### config.mk
export PLATFORM = sky130hd
export DESIGN_NAME = sevenseg_scan_ctrl_flat
export DESIGN_NICKNAME = d
export VERILOG_FILES = /design/src/rtl/sevenseg_scan_ctrl_pkg.sv /design/src/rtl/sevenseg_scan_ctrl_if.sv /design/src/rtl/sevenseg_scan_ctrl_scan_tick_gen.sv /design/src/rtl/sevenseg_scan_ctrl.sv /design/src/flat_wrapper.sv
export SDC_FILE = /design/constraint.sdc
export NUM_CORES = 1
export LEC_CHECK = 0
export CAP_MARGIN = 20
export CORE_UTILIZATION = 55
export CTS_CLUSTER_DIAMETER = 80
export CTS_CLUSTER_SIZE = 28
export DETAILED_ROUTE_END_ITERATION = 7
export GPL_TIMING_DRIVEN = 1
export PLACE_DENSITY = 0.79
export SETUP_SLACK_MARGIN = 0.3
export SLEW_MARGIN = 20
export SYNTH_ARGS = -nofsm -noshare
export SYNTH_HDL_FRONTEND = slang
export SYNTH_SLANG_ARGS = --single-unit
### constraint.sdc
create_clock -name clk -period 2.9 [get_ports clk]
set_clock_uncertainty 0.15 [all_clocks]
set_input_delay 0.29 -clock clk [delete_from_list [all_inputs] [get_ports clk]]
set_output_delay 0.29 -clock clk [all_outputs]
set_load 0.01 [all_outputs]
### src/rtl/sevenseg_scan_ctrl_pkg.sv
// sevenseg_pkg: segment type, blank pattern and hex decoder for the seven-segment scanner.
package sevenseg_pkg;
    typedef logic [6:0] seg_t;
    localparam seg_t SEG_BLANK = 7'h7F;
    // active-low {a..g}, a in the MSB
    function automatic seg_t hex2seg(input logic [3:0] h);
        case (h)
            4'h0: hex2seg = 7'b0000001;
            4'h1: hex2seg = 7'b1001111;
            4'h2: hex2seg = 7'b0010010;
            4'h3: hex2seg = 7'b0000110;
            4'h4: hex2seg = 7'b1001100;
            4'h5: hex2seg = 7'b0100100;
            4'h6: hex2seg = 7'b0100000;
            4'h7: hex2seg = 7'b0001111;
            4'h8: hex2seg = 7'b0000000;
            4'h9: hex2seg = 7'b0000100;
            4'hA: hex2seg = 7'b0001000;
            4'hB: hex2seg = 7'b1100000;
            4'hC: hex2seg = 7'b0110001;
            4'hD: hex2seg = 7'b1000010;
            4'hE: hex2seg = 7'b0110000;
            default: hex2seg = 7'b0111000;
        endcase
    endfunction
endpackage

### src/rtl/sevenseg_scan_ctrl_if.sv
// sevenseg_scan_ctrl_if: display-value load side and board pin side of the scanner.
interface sevenseg_scan_ctrl_if #(
    parameter int DIGITS   = 8,
    parameter int BRIGHT_W = 4
);
    import sevenseg_pkg::*;
    logic [4*DIGITS-1:0] value_i;
    logic                value_valid;
    logic [DIGITS-1:0]   dp_i;
    logic                blank_i;
    logic [BRIGHT_W-1:0] brightness;
    logic [DIGITS-1:0]   an;
    seg_t                sev_out;
    logic                dp_out;
    logic                frame_done;
    modport master (output value_i, value_valid, dp_i, blank_i, brightness,
                    input  an, sev_out, dp_out, frame_done);
    modport slave  (input  value_i, value_valid, dp_i, blank_i, brightness,
                    output an, sev_out, dp_out, frame_done);
endinterface

### src/rtl/sevenseg_scan_ctrl_scan_tick_gen.sv
// scan_tick_gen: digit-slot prescaler; tick_o on the last cycle of a slot, first_o on its first.
module scan_tick_gen #(
    parameter int SCAN_DIV = 6250
) (
    input  logic clk,
    input  logic Rst,
    output logic tick_o,
    output logic first_o
);
    localparam int PW = $clog2(SCAN_DIV);
    logic [PW-1:0] presc_q, presc_d;
    assign tick_o  = presc_q == PW'(SCAN_DIV - 1);
    assign first_o = presc_q == '0;
    always_comb presc_d = tick_o ? '0 : presc_q + 1'b1;
    always_ff @(posedge clk or negedge Rst)
        if (!Rst) presc_q <= '0;
        else      presc_q <= presc_d;
endmodule

### src/rtl/sevenseg_scan_ctrl.sv
// sevenseg_scan_ctrl: multiplexed seven-segment scanner with frame-synchronous loading and PWM dimming.
// Define LEADING_ZERO_BLANK_EN to blank leading zero digits (digit 0 always shown).
module sevenseg_scan_ctrl
    import sevenseg_pkg::*;
#(
    parameter int DIGITS   = 8,
    parameter int SCAN_DIV = 6250,
    parameter int BRIGHT_W = 4
) (
    input logic clk,
    input logic Rst,
    sevenseg_scan_ctrl_if.slave bus
);
    localparam int IW = DIGITS > 1 ? $clog2(DIGITS) : 1;
    logic                tick, first, boundary, lit, lz;
    logic [IW-1:0]       idx_q, idx_d;
    logic [BRIGHT_W-1:0] pwm_q, pwm_d;
    logic [4*DIGITS-1:0] stage_q, stage_d, shadow_q, shadow_d;
    logic [DIGITS-1:0]   stage_dp_q, stage_dp_d, shadow_dp_q, shadow_dp_d, an_q, an_d;
    logic                pending_q, pending_d, dp_q, dp_d;
    seg_t                sev_q, sev_d;

    scan_tick_gen #(.SCAN_DIV(SCAN_DIV)) u_tick (
        .clk(clk), .Rst(Rst), .tick_o(tick), .first_o(first)
    );

    assign boundary = tick && idx_q == IW'(DIGITS - 1);
    assign lit      = ~bus.blank_i & ((bus.brightness == '1) | (pwm_q < bus.brightness));

    always_comb begin
        lz = 1'b0;
`ifdef LEADING_ZERO_BLANK_EN
        lz = idx_q != '0;
        for (int j = 0; j < DIGITS; j++)
            if (IW'(j) >= idx_q) lz = lz & (shadow_q[4*j +: 4] == 4'h0) & ~shadow_dp_q[j];
`endif
    end

    // a strobe on the boundary cycle flows through stage_d straight into the shadow
    always_comb begin
        idx_d       = tick ? (boundary ? '0 : idx_q + 1'b1) : idx_q;
        pwm_d       = pwm_q + 1'b1;
        stage_d     = bus.value_valid ? bus.value_i : stage_q;
        stage_dp_d  = bus.value_valid ? bus.dp_i : stage_dp_q;
        pending_d   = ~boundary & (bus.value_valid | pending_q);
        shadow_d    = boundary & (bus.value_valid | pending_q) ? stage_d : shadow_q;
        shadow_dp_d = boundary & (bus.value_valid | pending_q) ? stage_dp_d : shadow_dp_q;
        an_d        = '1;
        an_d[idx_q] = ~(lit & ~first);
        sev_d       = lz ? SEG_BLANK : hex2seg(shadow_q[4*idx_q +: 4]);
        dp_d        = ~shadow_dp_q[idx_q];
    end

    always_ff @(posedge clk or negedge Rst) begin
        if (!Rst) begin
            idx_q       <= '0;
            pwm_q       <= '0;
            stage_q     <= '0;
            stage_dp_q  <= '0;
            shadow_q    <= '0;
            shadow_dp_q <= '0;
            pending_q   <= 1'b0;
            an_q        <= '1;
            sev_q       <= SEG_BLANK;
            dp_q        <= 1'b1;
        end else begin
            idx_q       <= idx_d;
            pwm_q       <= pwm_d;
            stage_q     <= stage_d;
            stage_dp_q  <= stage_dp_d;
            shadow_q    <= shadow_d;
            shadow_dp_q <= shadow_dp_d;
            pending_q   <= pending_d;
            an_q        <= an_d;
            sev_q       <= sev_d;
            dp_q        <= dp_d;
        end
    end

    assign bus.an         = an_q;
    assign bus.sev_out    = sev_q;
    assign bus.dp_out     = dp_q;
    assign bus.frame_done = boundary;
endmodule

### src/flat_wrapper.sv
// flat-port wrapper written by rule: the top's interface ports become plain ports
module sevenseg_scan_ctrl_flat import sevenseg_pkg::*;
#(
    parameter int DIGITS   = 8,
    parameter int SCAN_DIV = 6250,
    parameter int BRIGHT_W = 4
)
  (clk, Rst, bus_value_i, bus_value_valid, bus_dp_i, bus_blank_i, bus_brightness, bus_an, bus_sev_out, bus_dp_out, bus_frame_done);
  sevenseg_scan_ctrl_if #(.DIGITS(DIGITS), .BRIGHT_W(BRIGHT_W)) bus_i ();
  input logic clk;
  input logic Rst;
  input wire logic [$bits(bus_i.value_i)-1:0] bus_value_i;
  input wire logic [$bits(bus_i.value_valid)-1:0] bus_value_valid;
  input wire logic [$bits(bus_i.dp_i)-1:0] bus_dp_i;
  input wire logic [$bits(bus_i.blank_i)-1:0] bus_blank_i;
  input wire logic [$bits(bus_i.brightness)-1:0] bus_brightness;
  output wire logic [$bits(bus_i.an)-1:0] bus_an;
  output wire logic [$bits(bus_i.sev_out)-1:0] bus_sev_out;
  output wire logic [$bits(bus_i.dp_out)-1:0] bus_dp_out;
  output wire logic [$bits(bus_i.frame_done)-1:0] bus_frame_done;
  assign bus_i.value_i = bus_value_i;
  assign bus_i.value_valid = bus_value_valid;
  assign bus_i.dp_i = bus_dp_i;
  assign bus_i.blank_i = bus_blank_i;
  assign bus_i.brightness = bus_brightness;
  assign bus_an = bus_i.an;
  assign bus_sev_out = bus_i.sev_out;
  assign bus_dp_out = bus_i.dp_out;
  assign bus_frame_done = bus_i.frame_done;
  sevenseg_scan_ctrl #(.DIGITS(DIGITS), .SCAN_DIV(SCAN_DIV), .BRIGHT_W(BRIGHT_W)) u_core (.clk(clk), .Rst(Rst), .bus(bus_i));
endmodule
---- Word level (Yosys, flattened, before mapping) ----
Memory sizes are Yosys's and may differ from the RTL's. A register that Yosys moved wholly into a read port is not among the register bits.
Cells that the tools add are included.
storage, ports and cells
  register bits ........................... 110
  ROM bits ................................ 112
  input bits .............................. 48
  output and inout bits ................... 17
  word-level logic and storage cells ...... 46
  memories ................................ 1
operators by class
  add/subtract/negate cells ............... 3
  magnitude comparators ................... 3
  equal/unequal tests ..................... 3
  shift operators ......................... 1
  mux-type cells .......................... 8
  bitwise operators ....................... 13
  reduce and logical (&&, ||, !) cells .... 4
memories
  name             words  width  rd ports  clocked after memory_dff  wr ports  line                         RTL
  (no name shown)  16     7      1         1                         0         sevenseg_scan_ctrl_pkg.sv:7  case (h)
operators with widths
  cell                                                                          count
  32-bit two-way mux                                                            1
  32-bit by 6-bit variable part select with 4-bit output                        1
  13-bit by 1-bit adder with 13-bit output, second input constant               1
  13-bit == test, second input constant                                         1
  13-bit zero test                                                              1
  13-bit two-way mux                                                            1
  8-bit two-way mux                                                             1
  8-bit NOT                                                                     1
  8-bit bitwise OR                                                              1
  1-bit NOT                                                                     5
  4-bit by 1-bit adder with 4-bit output, second input constant                 1
  1-bit AND                                                                     4
  4-bit == test, second input constant                                          1
  3-bit by 4-bit less-than comparator with 1-bit output, second input constant  1
  4-bit less-than comparator                                                    1
  3-bit by 1-bit adder with 3-bit output, second input constant                 1
  1-bit binary-select mux with 3-bit select                                     1
  1-bit demux with 3-bit select                                                 1
  3-bit == test, second input constant                                          1
  3-bit by 1-bit >= comparator with 1-bit output, second input constant         1
  3-bit two-way mux                                                             1
  1-bit logical AND                                                             2
  1-bit two-way mux                                                             2
  1-bit bitwise OR                                                              2
  1-bit zero test                                                               1

---- Longest topological paths before layout ----
  word-level depth ........................ 6
  mapped depth ............................ 11
  depth with buffers taken out ............ 9

---- Hierarchy ----
From an unflattened synthesis, not the netlist that was laid out.
second synthesis, totals
  cell total of the unflattened synthesis .. 365
  area, all modules ....................... 5148.7 um^2
by module, submodules not included
  module              instances  cells each  area each (um^2)
  sevenseg_scan_ctrl  1          300         4479.3
  scan_tick_gen       1          65          669.4

---- Worst setup path before layout ----
No wires, ideal clock.
  path type ............................... register to register
  start point ............................. register u_core.idx_q[1]
  end point ............................... register u_core.sev_q[5] (netlist: u_core.bus.sev_out[5])
  arrival ................................. 2155 ps
  required time ........................... 2654 ps
  setup slack ............................. 500 ps
  stages on the path, launching flop included .. 11
  buffers on the path ..................... 2
  period minus slack after synthesis ...... 2400 ps
  path through ............................ dfrtp_1 -> buf_2 -> buf_2 -> mux2i_1 -> o311a_1 -> and2_1 -> ha_1 -> inv_1 -> a2111oi_0 -> a31oi_1 -> o32ai_1
on the way
  cells in the longest elaborated chain, start to end .. 1
RTL lines
  element                                                 line                      RTL
  start: declaration                                      sevenseg_scan_ctrl.sv:16  logic [IW-1:0] idx_q, idx_d;
  start signal: assignment                                sevenseg_scan_ctrl.sv:67  idx_q <= idx_d;
  32-bit by 6-bit variable part select with 4-bit output  sevenseg_scan_ctrl.sv:50  sev_d = lz ? SEG_BLANK : hex2seg(shadow_q[4*idx_q +: 4]);
  end: declaration                                        sevenseg_scan_ctrl.sv:21  seg_t sev_q, sev_d;
No other way between the ends.
A chain may end at the register's enable or synchronous reset.

---- Worst setup path after layout ----
  start point ............................. register u_core.idx_q[0]
  end point ............................... register u_core.sev_q[5] (netlist: u_core.bus.sev_out[5])
The elaborated chain is that of the path after synthesis.

==> results.txt <==
status: completed
Post-Syn Nets: 443
Total Die Area: 9880 um^2
predominant post-synthesis flop cell: dfrtp_1
Max FO, Critical Path: 7
Clock Tree Buf Depth: 2
final WL: 10,800 um
crit path kind: reg -> reg
Final nets: 521
core area: 9200 um^2
Remaining DRCs: 0
post-synth cell types: 51
CTS tree: yes
CTS Buf Count: 17
hold crit path type: in -> async
worst slew pin tran: 0.731 ns
final worst-path cycle share: 87.3%
Die Wd: 99.4 um
Final Slew Violations: 0
layout cells sized above 1: 32.5%
DR WL/cell: 18.5 um
Final Hold Viols: 0
Reg-to-Reg Start: u_core.idx_q[0]$_DFFE_PN0N_
Setup TNS Final: 0 ns
gr ovfl total: 0
total power draw: 4.16 mW
clock sinks: 117
fraction of registers with async set or reset after synthesis: 100%
CTS root buffer: clkbuf_8
Worst R2R Path Depth: 10
gp weighted congestion: 0.862
worst vdd ir: 380 uV
Area Overhead vs Synth: 27.2%
gr usage total: 24.1%
Crit path arrival time: 2.79 ns
routed vias: 3,355
R2R setup slack: 0.37 ns
max_cap viols: 0
DRT iter0 DRCs: 140
Slew headroom: 51.2%
Yosys reg bits: 117
Worst Setup SP: u_core.idx_q[0]$_DFFE_PN0N_
Clock Pin Slew Worst Setup and Hold Paths: 0.06 ns
Final setup viols: 0
type of origin of the critical path: flop
Die Span Y: 99.4 um
min Tclk post-route: 2.53 ns
post-route ant nets: 0
first-pass GRT wire length: 17,900 um
Worst-Skew Late Latency: 0.52 ns
Buffers on Ports: 64
drt first pass iters: 4
Mapped Area: 5220 um^2
antenna violations before repair: 0
P_leak: 3.00 nW
H-tree levels: 4
vias in the first global route: 3,606
Setup crit end kind: flop
pin count of the biggest net entering global routing: 48
Vias per Instance: 5.76
setup repair after global routing missed its margin: yes
CP endpoint: u_core.bus.sev_out[5]$_DFF_PN1_
row cnt: 35
Initial Util: 56.7%
syn avg cell area: 13.7 um^2
commonest non-fill, non-tap cell in the layout: dfrtp_1
n_diodes: 0
I/O pin count: 65
most frequent cells in the layout: dfrtp_1, mux2_2, clkdlybuf4s50_1
Post-DP HPWL: 6860 um
PD cells: 627 nW/um^2
sequential fraction of the synthesis area: 56.5%
Peak Freq: 395 MHz
Worst R2R End: u_core.bus.sev_out[5]$_DFF_PN1_
Required @ worst endpoint: 3.16 ns
synth warn: 0
Gate Count Post-Synth: 380
Post-synth EDFFs: 0
worst max-delay path, stage by stage (launching register included):
cell and delay, ns:
dfrtp_2 0.40, buf_4 0.17, and2b_1 0.25, nand3_1 0.09, o311a_1 0.18, and2_2 0.25
ha_1 0.29, inv_1 0.06, a2111oi_2 0.29, a31oi_1 0.10, o32ai_1 0.18
cell usage after synthesis, drive strengths merged, types with 5 or more instances:
cell / count / area share [%]
buf: 14 / 2.1
inv: 13 / 0.94
xor2: 6 / 1.0
mux2: 81 / 17
nor3: 7 / 0.89
mux2i: 10 / 2.2
ha: 15 / 3.6
nor2: 16 / 1.2
mux4: 5 / 2.4
xnor2: 8 / 1.3
nand3: 11 / 1.1
o21ai: 12 / 1.2
dfrtp: 101 / 48
nor4: 6 / 0.72
dfstp: 16 / 8.1
nand2: 14 / 1.0
where the power goes:
group / total, mW / internal (mW) / switching, mW
Sequential: 1.71 / 1.69 / 0.0153
Clock: 2.24 / 1.55 / 0.696
Combinational: 0.207 / 0.117 / 0.0905
Total: 4.16 / 3.36 / 0.801
layout make-up:
class                      instances  area [um^2]
sequential                       117         2950
fill                             595         2560
multi-input combinational        232         2110
timing repair buffer              77          747
clock buffer                      24          470
clock inverter                     8          170
tap                              111          139
inverter                          13         48.8
worst min-delay path by stage:
stage | end | slack [ns] | cells after the start
after floorplan | u_core.idx_q[0]$_DFFE_PN0N_ | -0.16 | 0
after detailed placement | u_core.pwm_q[2]$_DFF_PN0_ | 0.16 | 1
after global placement | u_core.pwm_q[2]$_DFF_PN0_ | 0.16 | 1
after CTS | u_core.pwm_q[2]$_DFF_PN0_ | 0.17 | 2
final | u_core.pwm_q[2]$_DFF_PN0_ | 0.16 | 2
after global routing | u_core.pwm_q[2]$_DFF_PN0_ | 0.20 | 2
repair_timing:
item | in CTS | in global routing
setup endpoints to repair | 3 | 2
pin swaps | 1 | 0
buffers inserted | 3 | 0
gates resized for setup | 5 | 3
hold buffers | 2 | 0
endpoints found under the hold margin | 42 | 0
through the flow:
step	hold slack [ns]	std cells	setup WS [ns]	cell area (um^2)	util, %
after CTS	0.168	582	0.346	6630	72.1
after global routing	0.198	582	0.267	6630	72.1
final	0.157	582	0.369	6630	72.1
after global placement	0.160	545	0.378	5940	64.6
after detailed placement	0.162	545	0.258	5940	64.6
after floorplan	-0.156	380	0.500	5220	-
logic make-up after synthesis:
| logic type | after synthesis | synth area share [%] |
|---|---|---|
| simple gates | 74 | 7.87 |
| xor+xnor | 14 | 2.35 |
| flops | 117 | 56.5 |
| buf+inv | 31 | 3.29 |
| mux | 96 | 22.0 |
| compound gates | 33 | 4.37 |
| fa+ha+maj | 15 | 3.60 |
state kept, by name (all words and copies together), names as in the netlist:
signal / cells
u_core.shadow_q: 32
u_core.stage_q: 32
u_core.u_tick.presc_q: 13
u_core.bus.an: 8
u_core.shadow_dp_q: 8
u_core.stage_dp_q: 8
u_core.bus.sev_out: 7
u_core.pwm_q: 4
u_core.idx_q: 3
u_core.bus.dp_out: 1
u_core.pending_q: 1
metal layers:
layer  vias up  share of wire [%]  global-route usage, %
met4         0                2.2                   9.95
met1      1712                 42                   29.6
li1       1522                  -                      -
met2        95                 51                   40.1
met3        26                4.9                   7.10
met5         -                  0                      0
(Power assumes the default switching activity.)
